===== src/rtl/swap_restore_engine.sv =====
// Restores a swapped register pair with a three-step XOR exchange and hands the
// restored pair downstream over valid/ready, counting every delivered pair.
//
// state | meaning
// IDLE  | waiting for a pair, in_ready high
// X1    | a <= a ^ b
// X2    | b <= a ^ b
// X3    | a <= a ^ b, restored pair registered onto the outputs
// HOLD  | restored pair presented, waiting for out_ready
module swap_restore_engine #(
    parameter int N     = 8,
    parameter int CNT_W = 16
) (
    input  logic             clk,
    input  logic             reset_n,
    input  logic             in_valid,
    output logic             in_ready,
    input  logic [N-1:0]     reg1,
    input  logic [N-1:0]     reg2,
    output logic             out_valid,
    input  logic             out_ready,
    output logic [N-1:0]     reg1_o,
    output logic [N-1:0]     reg2_o,
    output logic             busy,
    output logic [CNT_W-1:0] pair_cnt
);

    typedef enum logic [2:0] {
        IDLE = 3'd0,
        X1   = 3'd1,
        X2   = 3'd2,
        X3   = 3'd3,
        HOLD = 3'd4
    } state_t;

    state_t         state;
    logic [N-1:0]   a;
    logic [N-1:0]   b;

    // HOLD frees up on the same edge the downstream takes the pair, allowing back-to-back loads.
    assign in_ready = (state == IDLE) || ((state == HOLD) && out_ready);
    assign busy     = (state != IDLE);

    always_ff @(posedge clk or negedge reset_n) begin
        if (!reset_n) begin
            state     <= IDLE;
            a         <= '0;
            b         <= '0;
            reg1_o    <= '0;
            reg2_o    <= '0;
            out_valid <= 1'b0;
            pair_cnt  <= '0;
        end else begin
            case (state)
                IDLE: begin
                    if (in_valid) begin
                        a     <= reg1;
                        b     <= reg2;
                        state <= X1;
                    end
                end
                X1: begin
                    a     <= a ^ b;
                    state <= X2;
                end
                X2: begin
                    b     <= a ^ b;
                    state <= X3;
                end
                X3: begin
                    a         <= a ^ b;
                    reg1_o    <= a ^ b;
                    reg2_o    <= b;
                    out_valid <= 1'b1;
                    state     <= HOLD;
                end
                HOLD: begin
                    if (out_ready) begin
                        pair_cnt  <= pair_cnt + CNT_W'(1);
                        out_valid <= 1'b0;
                        if (in_valid) begin
                            a     <= reg1;
                            b     <= reg2;
                            state <= X1;
                        end else begin
                            state <= IDLE;
                        end
                    end
                end
                default: state <= IDLE;
            endcase
        end
    end

endmodule

===== config.mk =====
export PLATFORM = sky130hd
export DESIGN_NAME = swap_restore_engine
export DESIGN_NICKNAME = d
export VERILOG_FILES = /design/src/rtl/swap_restore_engine.sv
export SDC_FILE = /design/constraint.sdc
export NUM_CORES = 1
export LEC_CHECK = 0
export BUFFER_PORTS_ARGS = -buffer_cell sky130_fd_sc_hd__buf_4
export CAP_MARGIN = 30
export CELL_PAD_IN_SITES_DETAIL_PLACEMENT = 1
export CELL_PAD_IN_SITES_GLOBAL_PLACEMENT = 1
export CORE_MARGIN = 4
export CORE_UTILIZATION = 31
export CTS_CLUSTER_SIZE = 12
export DETAILED_ROUTE_END_ITERATION = 10
export GPL_TIMING_DRIVEN = 0
export PLACE_DENSITY = 0.62
export SKIP_LAST_GASP = 1
export SYNTH_ARGS = -nofsm -noshare
export SYNTH_HDL_FRONTEND = slang
export SYNTH_SLANG_ARGS = --single-unit
export TNS_END_PERCENT = 10

===== constraint.sdc =====
create_clock -name clk -period 2.02 [get_ports clk]
set_clock_uncertainty 0.1 [all_clocks]
set_input_delay 0.303 -clock clk [delete_from_list [all_inputs] [get_ports clk]]
set_output_delay 0.303 -clock clk [all_outputs]
set_load 0.02 [all_outputs]

### Yosys cells after proc, flatten, opt, wreduce, memory -nomap -nowiden

Cells that the tools add are included.

* add/sub/neg operators: 1
* $mul: 0
* divide/modulo/power cells: 0
* $lt $le $gt $ge: 0
* eq/ne operators: 6
* shift-type cells: 0
* muxes and demuxes: 12
* bitwise operators: 1
* reductions and logical operators: 13

Operators with widths (number)
* 8-bit one-hot mux with 3 select lines: 2
* 8-bit 2-to-1 mux: 4
* 16-bit by 1-bit adder with 16-bit output, second input constant: 1
* 3-bit one-hot mux with 5 select lines: 1
* 2-bit AND reduction: 5
* 3-bit nonzero test: 3
* 8-bit bitwise XOR: 1
* 3-bit by 2-bit == test with 1-bit output, second input constant: 2
* 3-bit 2-to-1 mux: 2
* 2-bit != test, second input constant: 2
* 3-bit by 1-bit == test with 1-bit output, second input constant: 1
* 3-bit == test, second input constant: 1
* 3-bit zero test: 1
* 1-bit 2-to-1 mux: 2
* 1-bit one-hot mux with 2 select lines: 1
* 2-bit nonzero test: 1
* 2-bit OR reduction: 1
* 1-bit logical AND: 1
* 1-bit logical OR: 1

* register bits: 52
* latch bits: 0
* bits in writable memories: 0
* bits in read-only memories: 0
* bits of input ports: 20
* output and inout bits: 35
* word-level logic and storage cells: 40
* memories: 0

### Depth between registers and ports, before layout

Gate-level depths: netlist of run 1.

* depth in word-level cells: 4
* gate-level depth with buffers: 6
* gate-level depth less buffers: 5

### Least setup slack after synthesis of run 1

OpenSTA, ideal clock, no wires.

* path type: flip-flop to flip-flop
* start point: reg state[2]
* end point: reg reg2_o[2]
* data arrival time: 1411 ps
* required time: 1795 ps
* slack: 385 ps
* stages on the path, launching flop included: 6
* path buffers: 2
* period minus slack after synthesis: 1635 ps
* cells stage by stage: dfrtp_1 > buf_2 > and2b_2 > nand2_2 > buf_2 > mux2_2

* word-level cells in the longest chain between the ends: 1

RTL lines
* start: declaration: RTL line 36 `state_t state;`
* start signal: assignment: RTL line 46 `state <= IDLE;`
* start signal: assignment: RTL line 59 `state <= X1;`
* start signal: assignment: RTL line 64 `state <= X2;`
* 3-bit by 2-bit == test with 1-bit output: RTL line 54 `case (state)`
* end signal: assignment: RTL line 50 `reg2_o <= '0;`
* end signal: assignment: RTL line 73 `reg2_o <= b;`
* end: declaration: RTL line 23 `output logic [N-1:0] reg2_o,`

No other way between the ends.
A chain may end at the register's enable or synchronous reset.

### Worst setup path after layout of run 1

Ends and elaborated chain as after synthesis.

==> results of run 1 <==
==> area by class of cell <==
cell class                 instances  area share (%)
buffer                            12            2.18
clock buffer                       6            2.62
clock inverter                     2            1.23
multi-input combinational        179            35.4
sequential                        52            41.3
tap                              102            4.05
timing repair buffer              55            13.2
==> layout by cell type, fill, tap and decap left out, types with 2 or more instances in the layout <==
master,n
mux2_2,8
a21oi_1,32
o21ai_0,25
nand2_1,20
xnor2_1,15
and3_1,2
nor3_1,2
nand2b_1,17
clkbuf_8,6
buf_4,56
clkbuf_1,2
nor2_1,10
xor2_1,9
nand4_1,3
buf_2,6
nand3_1,23
dfrtp_1,52
==> kinds of logic (layout without fill, tap and decap cells) <==
| kind of cell | after synthesis | after routing | share of synthesized area [%] |
|---|---|---|---|
| AOI/OAI and AO/OA | 59 | 59 | 12.9 |
| buffers and inverters | 12 | 75 | 2.72 |
| muxes | 8 | 8 | 3.63 |
| adders and majority gates | 1 | 1 | 0.503 |
| DFF | 52 | 52 | 52.4 |
| xor gates and xnor gates | 24 | 24 | 8.46 |
| and+or+nand+nor | 87 | 87 | 19.4 |
==> where the power goes <==
group | total (µW) | leakage (µW) | switching (µW) | internal (µW)
registers | 1810 | 0.000633 | 377 | 1430
logic | 2360 | 0.000724 | 1320 | 1040
clock network | 780 | 0.0000614 | 374 | 406
total | 4950 | 0.00142 | 2070 | 2880
==> worst max-delay path, stage by stage, from the launching register on <==
cell and delay, ps:
dfrtp_1 330, buf_2 220, and2b_2 300, nand2_2 230, buf_2 270, mux2_2 350
==> timing repair <==
item	4_1_cts	5_1_grt
resized for setup	0	2
hold endpoints to repair	52	0
endpoints found under the setup margin	0	9
hold buffers	1	0
==> worst paths after layout <==
path	to	cells past startpoint	slack (ps)
setup reg to reg	reg2_o[2]$_DFFE_PN0P_	5	110
setup / recovery	reg2_o[2]$_DFFE_PN0P_	5	110
max in group asynchronous	reg1_o[7]$_DFFE_PN0P_	2	890
hold / removal	state[2]$_DFFE_PN0P_	2	130
hold reg to reg	pair_cnt[15]$_DFFE_PN0P_	1	380
min in group asynchronous	pair_cnt[2]$_DFFE_PN0P_	2	460
==> registers in the layout, summed over array words and instances (netlist names) <==
register	flops
out_valid	1
reg1_o	8
a	8
reg2_o	8
b	8
pair_cnt	16
state	3
==> through the flow <==
| stage | util (%) | cell area, µm² | power (µW) | hold slack [ps] |
|---|---|---|---|---|
| 3_3_place_gp | 38.9 | 3020 | 4160 | 303 |
| 4_1_cts | 40.5 | 3150 | 5010 | 119 |
| 5_1_grt | 40.6 | 3150 | 5360 | 133 |
| 3_5_place_dp | 38.9 | 3020 | 4220 | 301 |
| 6_report | 40.6 | 3150 | 4950 | 125 |
| 2_1_floorplan | - | 2480 | 3350 | -92.6 |
==> synthesized netlist by cell type, drive strengths merged (2+ instances only) <==
master  instances  area, µm²
a21oi          32        160
dfrtp          52       1300
nand2          21       81.3
xnor2          15        131
xor2            9       78.8
nand3          23        115
clkbuf          3       11.3
buf             9       56.3
nor3            2       10.0
nor2           10       37.5
o21ai          25        125
nand4           3       18.8
mux2            8       90.1
and3            2       12.5
nand2b         18        120
==> routing by layer <==
layer | global-route usage (%) | vias up | part of all wire (%)
met1 | 19.0 | 987 | 47
met5 | 0 | - | 0
li1 | - | 955 | -
met3 | 3.88 | 7 | 5.4
met2 | 21.5 | 55 | 47
met4 | 3.51 | 0 | 0.93
==> flow_summary.yaml, run 1 <==
clock_tree:
  cts.sinks: 52
  clkSlewWorstSetupHoldPaths_ps: 100
  clk_path_buf_depth: 2
  cts_inserted_buffers: 5
  tritoncts: "built"
  clk_latency_ps: 310
  htreeDepth: 2
  cts-root-buf: "clkbuf_8"
  cts_setup_buffers: 0
logic_synthesis:
  synthFlopType: "dfrtp_1"
  yosys_warnings: 0
  syn_avg_cell_area_um2: 10.2
  synth-async-reset-ratio_pct: 100
  synthCells: 243
  synth_cell_types: 30
  synth_edf_count: 0
  synth-seq-area-share_pct: 52.4
  syn-num-nets: 264
  synth_seq_cells: 52
  synth.cell_area_um2: 2480
floorplanning:
  die_w_um: 97.5
  die_h_um: 97.5
  rows: 32
  num_io_pins: 55
  start_util_pct: 32.0
  coreArea_um2: 7770
  die_area_um2: 9510
layout:
  diodes: 0
  fin_cells: 408
  seqCellArea_um2: 1300
  drive_above_1_share_pct: 28.8
  multi_input_area_um2: 1120
  syn2layout_area_growth_pct: 26.8
  fin_nets: 326
  fill_cells: 906
timing:
  clock.fmax_mhz: 524
  setup_violations: 0
  drv_slew: 0
  setup-tns-final_ps: 0
  worstMarginPinSlew_ps: 684
  rsz0062_at_grt: "true"
  hold_viol: 0
  finalWorstSetupSlack_ps: 110
  finalCritPeriodShare_pct: 94.6
  slew_headroom_pct: 54.4
  fin_crit_ps: 1910
critical_path:
  critical_path.max_fanout: 10
  critPathLaunch: "state[2]$_DFFE_PN0P_"
  crit_required_ps: 2130
  critPathKind: "flip-flop to flip-flop"
  arrival_ps: 2020
  endpoint_kind: "flip-flop"
  r2r_start: "state[2]$_DFFE_PN0P_"
  worstSetupStartpointType: "flip-flop"
global_route:
  grt_pass1_wl_um: 10800
  grt_pass1_vias: 2068
  grt_overflow: 0
  antenna_found_initial: 0
  grt_usage_pct: 13.8
  grt_max_degree: 53
detailed_routing:
  postRouteAntennaNets: 0
  via_per_inst: 4.91
  routed_wl_um: 6350
  vias: 2004
  dr.pass1.iters: 4
  wl_per_cell_um: 15.6
  drt_iter0_markers: 64
  drc: 0
placed_design:
  place_congestion: 0.714
  place_inst: 399
  io_buffer_count: 54
  dp_hpwl_um: 4510
  post-place-ws_ps: 82.5
outcome:
  status: "complete, no violations"
power:
  vdd.ir_drop.worst_uv: 528
  power.leakage_uw: 0.00142
  pwr_density_cell_nw_per_um2: 1570
job:
  maxCapViolCount: 0
worst_hold_path:
  hold_class: "primary input to flip-flop"
  holdCritStartpoint: "out_ready"
Note: power is estimated with default switching activity, not from simulation.
==> run 2: changes to the inputs <==
--- a/config.mk
+++ b/config.mk
@@ -11,6 +11,7 @@
 export CELL_PAD_IN_SITES_GLOBAL_PLACEMENT = 1
 export CORE_MARGIN = 4
 export CORE_UTILIZATION = 31
+export CTS_BUF_LIST = sky130_fd_sc_hd__clkbuf_2
 export CTS_CLUSTER_SIZE = 12
 export DETAILED_ROUTE_END_ITERATION = 10
 export GPL_TIMING_DRIVEN = 0
==> flow_summary.yaml, run 2 (same netlist as run 1, synthesis figures left out) <==
outcome:
  status: "complete, no violations"
global_route:
  grt_usage_pct: 13.8
  grt_overflow: 0
  antenna_found_initial: 0
  grt_max_degree: 53
  grt_pass1_wl_um: 10800
  grt_pass1_vias: 2097
floorplanning:
  die_w_um: 97.5
  num_io_pins: 55
  rows: 32
  die_h_um: 97.5
  die_area_um2: 9510
  start_util_pct: 32.0
  coreArea_um2: 7770
critical_path:
  crit_top_cell: "buf_6"
  worstSetupStartpointType: "flip-flop"
  cpPeakStageDelay_ps: 440
  critPathKind: "flip-flop to output port"
  r2r_cells: 7
  cpLargestDelayFamily: "simple AND/OR/NAND/NOR gates"
  crit_chain: "buf_6 -> or3_4 -> nand2_2 -> buf_6"
  r2r_end: "pair_cnt[12]$_DFFE_PN0P_"
  r2r_start: "state[0]$_DFFE_PN0P_"
  arrival_ps: 1580
  crit_required_ps: 1620
  critical_path_buf_inv_count: 2
  endpoint_kind: "output port"
  rrSetupSlack_ps: 140
  slowest_stage: "dfrtp_1"
  critical_path.max_fanout: 7
worst_hold_path:
  worstHoldPathCells: 3
  holdPathEnd: "b[5]$_DFFE_PN0P_"
  holdCritStartpoint: "reg2[5]"
  hold_class: "primary input to flip-flop"
detailed_routing:
  wl_per_cell_um: 15.4
  routed_wl_um: 6330
  postRouteAntennaNets: 0
  drt_iter0_markers: 54
  drc: 0
  vias: 1996
  via_per_inst: 4.86
  dr.pass1.iters: 4
clock_tree:
  cts.sinks: 52
  tritoncts: "built"
  cts_inserted_buffers: 5
  clk_path_buf_depth: 2
  clkSlewWorstSetupHoldPaths_ps: 280
  clk_latency_ps: 450
  htreeDepth: 2
  cts-root-buf: "clkbuf_2"
timing:
  worstMarginPinSlew_ps: 677
  drv_slew: 0
  finalCritPeriodShare_pct: 98.4
  setup-tns-final_ps: 0
  rsz0062_at_grt: "true"
  slew_headroom_pct: 54.9
  hold_viol: 0
  clock.fmax_mhz: 503
  setup_violations: 0
  fin_crit_ps: 1990
placed_design:
  io_buffer_count: 54
  dp_hpwl_um: 4510
  place_congestion: 0.714
layout:
  syn2layout_area_growth_pct: 26.7
  final_cell_mix: "buf_4, dfrtp_1, a21oi_1"
  regMostFlops: "pair_cnt"
  largest_reg_flops: 16
  final_common_cell: "buf_4"
  fin_nets: 329
  diodes: 0
  drive_above_1_share_pct: 29.4
power:
  power_uw: 4800
  power.leakage_uw: 0.00142
  vdd.ir_drop.worst_uv: 534
  pwr_density_cell_nw_per_um2: 1520
job:
  maxCapViolCount: 0
-- run 2: worst max-delay path by stage --
| stage | startpoint | to | slack (ps) | cells after the start |
|---|---|---|---|---|
| after floorplan | state[2]$_DFFE_PN0P_ | reg2_o[2]$_DFFE_PN0P_ | 380 | 5 |
| after global placement | state[2]$_DFFE_PN0P_ | b[6]$_DFFE_PN0P_ | 110 | 6 |
| after detailed placement | state[2]$_DFFE_PN0P_ | b[5]$_DFFE_PN0P_ | 80 | 6 |
| after CTS | state[2]$_DFFE_PN0P_ | in_ready | 3 | 4 |
| after global routing | state[2]$_DFFE_PN0P_ | in_ready | -60 | 4 |
| final | state[2]$_DFFE_PN0P_ | in_ready | 30 | 4 |
-- run 2: power breakdown --
part | switching (µW) | total (µW) | internal [µW]
sequential | 379 | 1810 | 1430
combinational | 1330 | 2430 | 1100
clock | 357 | 565 | 208
total | 2070 | 4800 | 2740
-- run 2: tightest hold or removal path, stage by stage --
cell and delay, ps:
buf_4 70, o21ai_0 80, a21oi_1 140
-- run 2: layout make-up --
| cell class | instances | area, µm² |
|---|---|---|
| multi-input cells | 179 | 1120 |
| flip-flops and latches | 52 | 1300 |
| fillers | 907 | 4620 |
| clock buffers | 5 | 25.0 |
| clock inverters | 3 | 42.5 |
| repair buffers | 58 | 444 |
| well taps | 102 | 128 |
| plain buffers | 12 | 85.1 |
-- run 2: per-stage QoR --
step                      setup slack (ps)  cells  hold slack, ps  util, %  instance area [µm²]
final                                 32.5    411            55.9     40.5                 3150
after global routing                 -61.5    411            29.5     40.5                 3150
after CTS                             3.20    411            31.6     40.5                 3150
after detailed placement              82.5    399             301     38.9                 3020
after global placement                 107    399             303     38.9                 3020
after floorplan                        385    243           -92.6        -                 2480
-- run 2: per-layer routing --
layer / wire length [µm] / GRT usage (%) / vias up
li1: - / - / 962
met1: 3000 / 18.9 / 980
met2: 2950 / 21.7 / 48
met3: 329 / 3.45 / 6
met4: 49 / 3.51 / 0
met5: 0 / 0 / -
-- run 2: what timing repair did --
action,CTS,global route
pin swaps,0,0
endpoints found under the hold margin,53,0
setup buffers,2,0
cloned,0,0
gates resized for setup,8,2
hold buffers,2,0
setup endpoints to repair,2,9
